`src/rtl/uart_alu_interface_pkg.sv`:
```
// rtl/uart_alu_interface_pkg.sv - shared FSM states, widths and ALU opcodes for the UART/ALU slice
package uart_alu_interface_pkg;

    localparam int DATA_WIDTH_DEF = 8;
    localparam int OP_WIDTH_DEF   = 6;

    // Frame assembly / transmit sequencing states
    typedef enum logic [2:0] {
        WAIT_A  = 3'd0,
        WAIT_B  = 3'd1,
        WAIT_OP = 3'd2,
        EXEC    = 3'd3,
        SEND    = 3'd4,
        WAIT_TX = 3'd5
    } state_e;

    // ALU opcodes (MIPS funct-style encodings)
    localparam logic [5:0] ALU_ADD = 6'b100000;
    localparam logic [5:0] ALU_SUB = 6'b100010;
    localparam logic [5:0] ALU_AND = 6'b100100;
    localparam logic [5:0] ALU_OR  = 6'b100101;
    localparam logic [5:0] ALU_XOR = 6'b100110;
    localparam logic [5:0] ALU_SRA = 6'b000011;
    localparam logic [5:0] ALU_SRL = 6'b000010;
    localparam logic [5:0] ALU_NOR = 6'b100111;

endpackage

```
`src/rtl/uart_alu_interface_frame_timer.sv`:
```
// rtl/uart_alu_interface_frame_timer.sv - RX silence counter that flags an abandoned partial frame
module frame_timer
    import uart_alu_interface_pkg::*;
#(
    parameter int TIMEOUT_CYCLES = 16
) (
    input  logic clk,
    input  logic reset,
    input  logic clear_i,
    input  logic enable_i,
    output logic expired_o
);

    localparam int CW = $clog2(TIMEOUT_CYCLES);
    // The counter would step to TIMEOUT_CYCLES-1 on the next edge; that edge is the expiry.
    localparam logic [CW-1:0] LAST = CW'(TIMEOUT_CYCLES - 2);

    logic [CW-1:0] cnt_q, cnt_d;

    assign expired_o = enable_i && !clear_i && (cnt_q == LAST);

    // Next count: clear wins, expiry restarts from zero, otherwise count while enabled
    always_comb begin
        cnt_d = cnt_q;
        if (clear_i || expired_o) begin
            cnt_d = '0;
        end else if (enable_i) begin
            cnt_d = cnt_q + 1'b1;
        end
    end

    // Counter register
    always_ff @(posedge clk) begin
        if (reset) begin
            cnt_q <= '0;
        end else begin
            cnt_q <= cnt_d;
        end
    end

endmodule

```
`src/rtl/uart_alu_interface.sv`:
```
// rtl/uart_alu_interface.sv - assembles A/B/opcode frames from uart_rx, runs the ALU, hands result to uart_tx (option: RX_TIMEOUT_EN)
module uart_alu_interface
    import uart_alu_interface_pkg::*;
#(
    parameter int DATA_WIDTH     = DATA_WIDTH_DEF,
    parameter int OP_WIDTH       = OP_WIDTH_DEF,
    parameter int TIMEOUT_CYCLES = 5_000_000
) (
    input  logic                  clk,
    input  logic                  reset,
    input  logic                  i_rx_done,
    input  logic [DATA_WIDTH-1:0] i_rx_data,
    input  logic [DATA_WIDTH-1:0] i_alu_result,
    input  logic                  i_tx_done,
    output logic [DATA_WIDTH-1:0] o_alu_a,
    output logic [DATA_WIDTH-1:0] o_alu_b,
    output logic [OP_WIDTH-1:0]   o_alu_op,
    output logic [DATA_WIDTH-1:0] o_tx_data,
    output logic                  o_tx_start,
    output logic                  o_busy,
    output logic                  o_timeout
);

    state_e                state_q, state_d;
    logic [DATA_WIDTH-1:0] alu_a_q, alu_a_d;
    logic [DATA_WIDTH-1:0] alu_b_q, alu_b_d;
    logic [OP_WIDTH-1:0]   alu_op_q, alu_op_d;
    logic [DATA_WIDTH-1:0] tx_data_q, tx_data_d;
    logic                  tx_start_q, tx_start_d;
    logic                  timeout_q, timeout_d;
    logic                  rx_expired;

`ifdef RX_TIMEOUT_EN
    logic timer_en;
    logic timer_clr;

    // Only a partially received frame is timed; any byte that arrives restarts the window.
    assign timer_en  = (state_q == WAIT_B) || (state_q == WAIT_OP);
    assign timer_clr = !timer_en || i_rx_done;

    frame_timer #(
        .TIMEOUT_CYCLES(TIMEOUT_CYCLES)
    ) u_frame_timer (
        .clk      (clk),
        .reset    (reset),
        .clear_i  (timer_clr),
        .enable_i (timer_en),
        .expired_o(rx_expired)
    );
`else
    assign rx_expired = 1'b0;
`endif

    // Next-state and datapath capture; a byte arriving in the expiry cycle beats the timeout
    always_comb begin
        state_d   = state_q;
        alu_a_d   = alu_a_q;
        alu_b_d   = alu_b_q;
        alu_op_d  = alu_op_q;
        tx_data_d = tx_data_q;
        timeout_d = 1'b0;
        case (state_q)
            WAIT_A: begin
                if (i_rx_done) begin
                    alu_a_d = i_rx_data;
                    state_d = WAIT_B;
                end
            end
            WAIT_B: begin
                if (i_rx_done) begin
                    alu_b_d = i_rx_data;
                    state_d = WAIT_OP;
                end else if (rx_expired) begin
                    timeout_d = 1'b1;
                    state_d   = WAIT_A;
                end
            end
            WAIT_OP: begin
                if (i_rx_done) begin
                    alu_op_d = i_rx_data[OP_WIDTH-1:0];
                    state_d  = EXEC;
                end else if (rx_expired) begin
                    timeout_d = 1'b1;
                    state_d   = WAIT_A;
                end
            end
            EXEC: begin
                tx_data_d = i_alu_result;
                state_d   = SEND;
            end
            SEND: begin
                state_d = WAIT_TX;
            end
            WAIT_TX: begin
                if (i_tx_done) begin
                    state_d = WAIT_A;
                end
            end
            default: begin
                state_d = WAIT_A;
            end
        endcase
        tx_start_d = (state_d == SEND);
    end

    // State and output registers
    always_ff @(posedge clk) begin
        if (reset) begin
            state_q    <= WAIT_A;
            alu_a_q    <= '0;
            alu_b_q    <= '0;
            alu_op_q   <= '0;
            tx_data_q  <= '0;
            tx_start_q <= 1'b0;
            timeout_q  <= 1'b0;
        end else begin
            state_q    <= state_d;
            alu_a_q    <= alu_a_d;
            alu_b_q    <= alu_b_d;
            alu_op_q   <= alu_op_d;
            tx_data_q  <= tx_data_d;
            tx_start_q <= tx_start_d;
            timeout_q  <= timeout_d;
        end
    end

    assign o_alu_a    = alu_a_q;
    assign o_alu_b    = alu_b_q;
    assign o_alu_op   = alu_op_q;
    assign o_tx_data  = tx_data_q;
    assign o_tx_start = tx_start_q;
    assign o_timeout  = timeout_q;
    assign o_busy     = (state_q == EXEC) || (state_q == SEND) || (state_q == WAIT_TX);

endmodule

```
`config.mk`:
```
export PLATFORM = sky130hd
export DESIGN_NAME = uart_alu_interface
export DESIGN_NICKNAME = d
export VERILOG_FILES = /design/src/rtl/uart_alu_interface_pkg.sv /design/src/rtl/uart_alu_interface_frame_timer.sv /design/src/rtl/uart_alu_interface.sv
export SDC_FILE = /design/constraint.sdc
export NUM_CORES = 1
export LEC_CHECK = 0
export CAP_MARGIN = 10
export CORE_UTILIZATION = 45
export CTS_CLUSTER_DIAMETER = 50
export DETAILED_ROUTE_END_ITERATION = 12
export MAX_ROUTING_LAYER = met4
export PLACE_DENSITY_LB_ADDON = 0.15
export SETUP_SLACK_MARGIN = 0.05
export SLEW_MARGIN = 0
export SYNTH_ARGS = -nofsm -noshare
export SYNTH_HDL_FRONTEND = slang
export SYNTH_SLANG_ARGS = --single-unit
```
`constraint.sdc`:
```
create_clock -name clk -period 2.1 [get_ports clk]
set_input_delay 0.63 -clock clk [delete_from_list [all_inputs] [get_ports clk]]
set_output_delay 0.63 -clock clk [all_outputs]
set_load 0.01 [all_outputs]
```
==> summary.md, run 1 <==
| Metric | Value |
|---|---|
| Via-to-Cell Ratio | `5.009` |
| Crit-path max FO | `2` |
| Residual DRC | `0` |
| RSZ-0062 raised after global routing | `false` |
| Hold Path Cell Cnt | `2` |
| Layout cells sized above 1 | `0.09626` |
| Synth area leaders | `dfxtp_1 52%, mux2i_1 17%, nor2_1 6.6%, nand2_1 4.9%, a21oi_1 3.9%` |
| Global-route wire length before repair | `4802 µm` |
| Register bit total from synthesis | `34` |
| Yosys cell types | `20` |
| CTS Root Cell | `clkbuf_4` |
| Drt wl/cell | `roughly 13 µm` |
| Pwr/cell area | `about 650 nW/µm²` |
| Initial antenna violation count | `0` |
| Post-synthesis simple-gate area fraction | `0.1946` |
| Critical path capture point type | `output port` |
| Die area | `3105 µm²` |
| Max-cap violations | `0` |
| Core Region | `2734 µm²` |
| Setup violations, final | `0` |
| Final nets | `206` |
| Clock sink count | `34` |
| Clock Path Buffers | `2` |
| Commonest non-fill, non-tap cells in the layout | `50 x clkdlybuf4s50_1, 34 x dfxtp_1, 23 x nor2_1` |
| Cell count after synthesis | `131` |
| Fillers | `217` |
| Largest net degree at the start of global routing | `27` |
| Post-Syn Area | `1299 µm²` |
| PortBufs | `a little over 50` |
| Reg-to-reg endpoint | `o_alu_a[7]` |
| Hold EP | `o_alu_a[6]` |
| Synth Area in XOR/XNOR | `0` |
| Leakage | `0.7702 nW` |
| Synth Net Count | `151` |
| DP Worst Slack | `-0.02653 ns` |
| CTS H-tree lvls | `2` |
| Final min period | `1.861 ns` |
| Row Count | `19` |
| Post-Synth Adder-Cell Area | `0` |
| Average size of a mapped cell | `around 10 µm²` |
| Crit path DAT | `1.23 ns` |
| Antenna cells | `0` |
| CP cell instances | `clkdlybuf4s50_1` |
| Grt ovf | `0` |
| Layout area overhead | `47.11%` |
| Initial Util | `0.4751` |
| CP max stage cell | `clkdlybuf4s50_1` |
| CTS buffer count | `5` |
| Main combinational cell family by area after synthesis | `simple AND/OR/NAND/NOR gates` |
| Synth Warn # | `0` |
| Min-delay src | `o_alu_a[6]` |
| Post-synthesis mux area share | `0.1696` |
| Area leader, netlist | `dfxtp_1` |
| Reg2reg setup slack | `0.61 ns` |
| Ports | `53` |
| CTS tree | `done` |
| Fin. Hold Viols | `0` |
| Final TNS setup | `0 ns` |
| Drt first pass iters | `4` |
| Worst vdd ir | `approximately 0.61 mV` |
| CP bufs+invs | `1` |
| Initial drt markers | `45` |
| Final WS setup | `0.2390 ns` |
| Peak Freq | `0.5373 GHz` |
| Vias in the first global route | `1062` |
| Die Wd | `55.72 µm` |
| Worst R2R Path Depth | `4` |
| Synth Area in Compound Gates | `0.06166` |
| Hold buffers post-CTS | `0` |
| Post-route ant nets | `0` |
| Status | `complete, no violations` |
| Clock-pin slew on the worst setup and hold paths | `0.10 ns` |
| CP peak stage delay | `0.55 ns` |
| Global Route Usage Sum | `0.2052` |
| Startpoint Class | `flop` |
| Crit path required time | `1.47 ns` |
| Sequential share of the synthesized area | `0.5241` |
| Top delay family on crit path | `buffers and inverters` |
| Vias post-DR | `roughly 1100` |
| Fin. max-slew vios | `0` |
| Gp weighted congestion | `0.7263` |
| Crit Path Category | `flop to output port` |
| Hold crit path type | `flop to flop` |
| Most common cell after layout, fill and taps aside | `clkdlybuf4s50_1` |
| Fin util | `0.6989` |
| Chip height | `55.72 µm` |
| Crit Reg-Reg Startpoint | `state_q[1]` |
| Final HPWL DP | `roughly 2200 µm` |
| WL final | `~2900 µm` |
| Worst path depth | `1` |
| Worst-skew pair later-pin latency | `0.32 ns` |
| Clock Skew | `roughly 0.011 ns` |
| Post-synth top area share | `0.5241` |
| Fin crit share | `0.8862` |
## cell type report
cell class | instances | area, µm² | area share
sequential | 34 | 680.7 | 0.3563
tap | 31 | 38.79 | 0.02030
timing repair buffer | 58 | 574.3 | 0.3006
clock buffer | 7 | 55.05 | 0.02881
clock inverter | 1 | 5.005 | 0.002620
multi-input combinational | 87 | 556.8 | 0.2914
## routing by layer
layer / global-route usage / wire [µm]
met4: 0.06071 / 19
met5: - / 0
met3: 0.05581 / 117
met2: 0.3322 / 1511
met1: 0.2507 / 1252
## logic make-up after synthesis
family / after synthesis
simple gates: 50
flops: 34
mux: 22
compound gates: 14
buf+inv: 10
other cells: 1
## cells in the mapped netlist, drive strengths merged
master,instances
nor2,23
nand2,17
nor4b,1
a21o,1
and4bb,2
nand2b,3
nand3b,2
a211oi,1
a21oi,10
o21ba,1
or4b,2
dfxtp,34
buf,7
clkbuf,3
conb,1
mux2i,22
o21ai,1
## stage by stage
| step | hold slack (ns) | power (mW) | area (µm²) | cells |
|---|---|---|---|---|
| 4_1_cts | 0.4716 | 1.262 | 1911 | 218 |
| 6_report | 0.4681 | 1.245 | 1911 | 218 |
| 3_3_place_gp | 0.4447 | 0.8942 | 1852 | 210 |
| 3_5_place_dp | 0.4538 | 0.9009 | 1852 | 210 |
| 5_1_grt | 0.4940 | 1.304 | 1911 | 218 |
| 2_1_floorplan | 0.4805 | 0.7938 | 1299 | 131 |
## state kept, by name, indices dropped and copies added (netlist names)
signal      flops
o_alu_a         8
o_alu_b         8
o_alu_op        6
o_tx_data       8
o_tx_start      1
state_q         3
## worst max-delay path by stage
stage,end,startpoint,slack (ns)
6_report,o_alu_a[0],o_alu_a[0],0.24
5_1_grt,o_busy,state_q[1],0.17
4_1_cts,o_alu_a[2],o_alu_a[2],0.22
3_5_place_dp,o_alu_a[7],i_rx_done,-0.03
3_3_place_gp,o_alu_a[6],i_rx_done,0.03
2_1_floorplan,o_busy,state_q[2],0.58
## what timing repair did
item	in CTS	in global routing
gates resized for setup	1	0
buffers inserted	0	0
endpoints found under the setup margin	1	0
hold endpoints to repair	0	0
## power breakdown
group	internal (mW)	switching [mW]	total, mW
Sequential	0.670	0.0141	0.684
Clock	0.162	0.198	0.360
Combinational	0.115	0.0857	0.201
Total	0.947	0.298	1.25
(Power assumes the default switching activity.)
==> run 2: changes to the inputs <==
--- a/config.mk
+++ b/config.mk
@@ -9,6 +9,7 @@
 export CORE_UTILIZATION = 45
 export CTS_CLUSTER_DIAMETER = 50
 export DETAILED_ROUTE_END_ITERATION = 12
+export HOLD_SLACK_MARGIN = 0.15
 export MAX_ROUTING_LAYER = met4
 export PLACE_DENSITY_LB_ADDON = 0.15
 export SETUP_SLACK_MARGIN = 0.05
==> results of run 2 <==
The final DEF is identical to that of run 1; final timing and power are the same.
==> run 3: changes to the inputs <==
--- a/config.mk
+++ b/config.mk
@@ -6,7 +6,7 @@
 export NUM_CORES = 1
 export LEC_CHECK = 0
 export CAP_MARGIN = 10
-export CORE_UTILIZATION = 45
+export CORE_UTILIZATION = 42
 export CTS_CLUSTER_DIAMETER = 50
 export DETAILED_ROUTE_END_ITERATION = 12
 export HOLD_SLACK_MARGIN = 0.15
==> constraint.sdc (replaced) <==
create_clock -name clk -period 1.8 [get_ports clk]
set_input_delay 0.54 -clock clk [delete_from_list [all_inputs] [get_ports clk]]
set_output_delay 0.54 -clock clk [all_outputs]
set_load 0.01 [all_outputs]
==> summary.md, run 3 (synthesis results as in run 1) <==
| Metric | Value |
|---|---|
| Status | `finished, violations left` |
| Failing checks | `design-rule violations` |
| Chip height | `57.61 µm (+3.4%)` |
| Row Count | `19 (unchanged)` |
| Fin crit share | `0.9452` |
| Clock Skew | `0.005568 ns (-0.005030 ns)` |
| Die Wd | `57.61 µm (+3.4%)` |
| Critical path capture point type | `output port` |
| Antenna cells | `0 (unchanged)` |
| RSZ-0062 raised after global routing | `true` |
| Crit-path max FO | `3 (+1)` |
| Most common cell after layout, fill and taps aside | `dfxtp_1` |
| Worst R2R Path Depth | `5 (+1)` |
| Crit path DAT | `1.16 ns (-0.07 ns)` |
| NetSw | `342.9 µW (+15%)` |
| Initial drt markers | `42 (-6.7%)` |
| Peak Freq | `0.5878 GHz` |
| Core Region | `2853 µm² (+4.3%)` |
| Clock share of power | `0.266 (-0.023)` |
| Die area | `3319 µm² (+6.9%)` |
| Final WS setup | `0.09871 ns (-0.1402 ns)` |
| Leakage | `1.066 nW (+38%)` |
| Post-route ant nets | `0 (unchanged)` |
| Placed insts | `215 (+2.4%)` |
| Max-cap violations | `0 (unchanged)` |
| Reg power frac | `0.568 (+0.019)` |
| Final nets | `211 (+2.4%)` |
| Hold Path Cell Cnt | `2 (unchanged)` |
| Startpoint Class | `flop` |
| CTS H-tree lvls | `2 (unchanged)` |
| Vias in the first global route | `1084 (+2.1%)` |
| Fin. max-slew vios | `0 (unchanged)` |
| Crit Path Category | `flop to output port` |
| Final Power | `1.403 mW (+13%)` |
| Pwr/cell area | `720.6 nW/µm² (+11%)` |
| Fin. Hold Viols | `0 (unchanged)` |
| Worst-skew pair later-pin latency | `0.31 ns (about the same)` |
| Crit path required time | `1.26 ns (-0.21 ns)` |
| Final HPWL DP | `2200 µm (+0.74%)` |
| Drt first pass iters | `8 (+4)` |
| Initial Util | `0.4553 (-0.01979)` |
| Clock sink count | `34 (unchanged)` |
| Worst vdd ir | `0.4561 mV (-25%)` |
| Layout cells sized above 1 | `0.1204 (+0.02416)` |
| Via-to-Cell Ratio | `4.946 (-1.3%)` |
| WL final | `2974 µm (+2.6%)` |
| Grt ovf | `0 (unchanged)` |
| CTS Root Cell | `clkbuf_4` |
| Final min period | `roughly 1.7 ns` |
| WHS | `0.4625 ns (-0.005613 ns)` |
| Clock Path Buffers | `2 (unchanged)` |
| Fin cells | `222 (+1.8%)` |
| Final TNS setup | `0 ns (unchanged)` |
| Switching Fraction | `0.2444 (+0.005228)` |
| PortBufs | `51 (unchanged)` |
| Gp weighted congestion | `0.7560 (+4.1%)` |
| Largest net degree at the start of global routing | `24 (-11%)` |
| Layout area overhead | `49.90%` |
| Drt wl/cell | `13.40 µm (+0.70%)` |
| Combinational power share | `0.166 (+0.005)` |
| Clock-pin slew on the worst setup and hold paths | `0.10 ns (about the same)` |
| Global-route wire length before repair | `4954 µm (+3.2%)` |
| Hold crit path type | `flop to flop` |
| CTS buffer count | `5 (unchanged)` |
| Residual DRC | `1 (+1)` |
| Internal | `1.060 mW (+12%)` |
| Initial antenna violation count | `0 (unchanged)` |
| Commonest non-fill, non-tap cells in the layout | `33 x dfxtp_1, 23 x nor2_1, 22 x mux2i_1` |
| CTS tree | `done` |
| Fillers | `234 (+7.8%)` |
| Hold buffers post-CTS | `0 (unchanged)` |
| Setup violations, final | `0 (unchanged)` |
| DP Worst Slack | `-0.1572 ns (-0.1306 ns)` |
| Vias post-DR | `1098 (+0.55%)` |
| Global Route Usage Sum | `0.2054 (+0.0002119)` |
| Ports | `53 (unchanged)` |
[run 3: cell count changes in the layout (fill, tap and decap cells not counted), sizes merged]
cell           previous run  this run
dlygate4sd2               1        19
dlymetal6s2s              0        11
clkdlybuf4s15             0         1
clkdlybuf4s50            50        20
buf                       7        12
clkinv                    1         0
[run 3: repair_timing]
item | in CTS | in global routing
resized for setup | 20 | 14
endpoints found under the setup margin | 20 | 12
buffers inserted | 0 | 0
[run 3: through the flow]
stage | utilization | instance area [µm²]
2_1_floorplan | - | 1299
3_3_place_gp | 0.6623 | 1889
3_5_place_dp | 0.6623 | 1889
4_1_cts | 0.6693 | 1909
5_1_grt | 0.6825 | 1947
6_report | 0.6825 | 1947
[run 3: final cells by class]
type / instances / area [µm²] / area share
Sequential cell: 34 / 681.9 / 0.3503
Clock buffer: 7 / 45.04 / 0.02314
Multi-Input combinational cell: 87 / 564.3 / 0.2898
Tap cell: 31 / 38.79 / 0.01992
Timing Repair Buffer: 63 / 616.8 / 0.3168
[run 3: path summary, 6_finish.rpt]
| check | start | end | slack (ns) |
|---|---|---|---|
| setup / recovery | state_q[2] | o_busy | 0.1 |
| hold / removal | o_alu_a[0] | o_alu_a[0] | 0.46 |
| setup reg to reg | state_q[1] | o_alu_a[5] | 0.37 |
| hold reg to reg | o_alu_a[0] | o_alu_a[0] | 0.46 |
[run 3: worst max-delay path, cell delays in order, from the launching register on]
cell,delay (ns)
dfxtp_2,0.35
nand3b_1,0.19
nand2_1,0.08
clkdlybuf4s15_1,0.23
[run 3: per-layer routing]
layer  up-vias  track usage  wire, µm
met1       510       0.2589      1348
met4         0       0.1010        34
li1        554            -         -
met3         4      0.05134       118
met2        30       0.3073      1472
met5         -            -         0
[run 3: power by group through the flow]
stage                     Sequential (mW)  Combinational [mW]  Clock (mW)
after detailed placement            0.816               0.247           0
after global routing                0.802               0.252       0.425
final                               0.797               0.233       0.373
after CTS                           0.798               0.235       0.387
after floorplan                     0.828              0.0984           0
after global placement              0.814               0.240           0
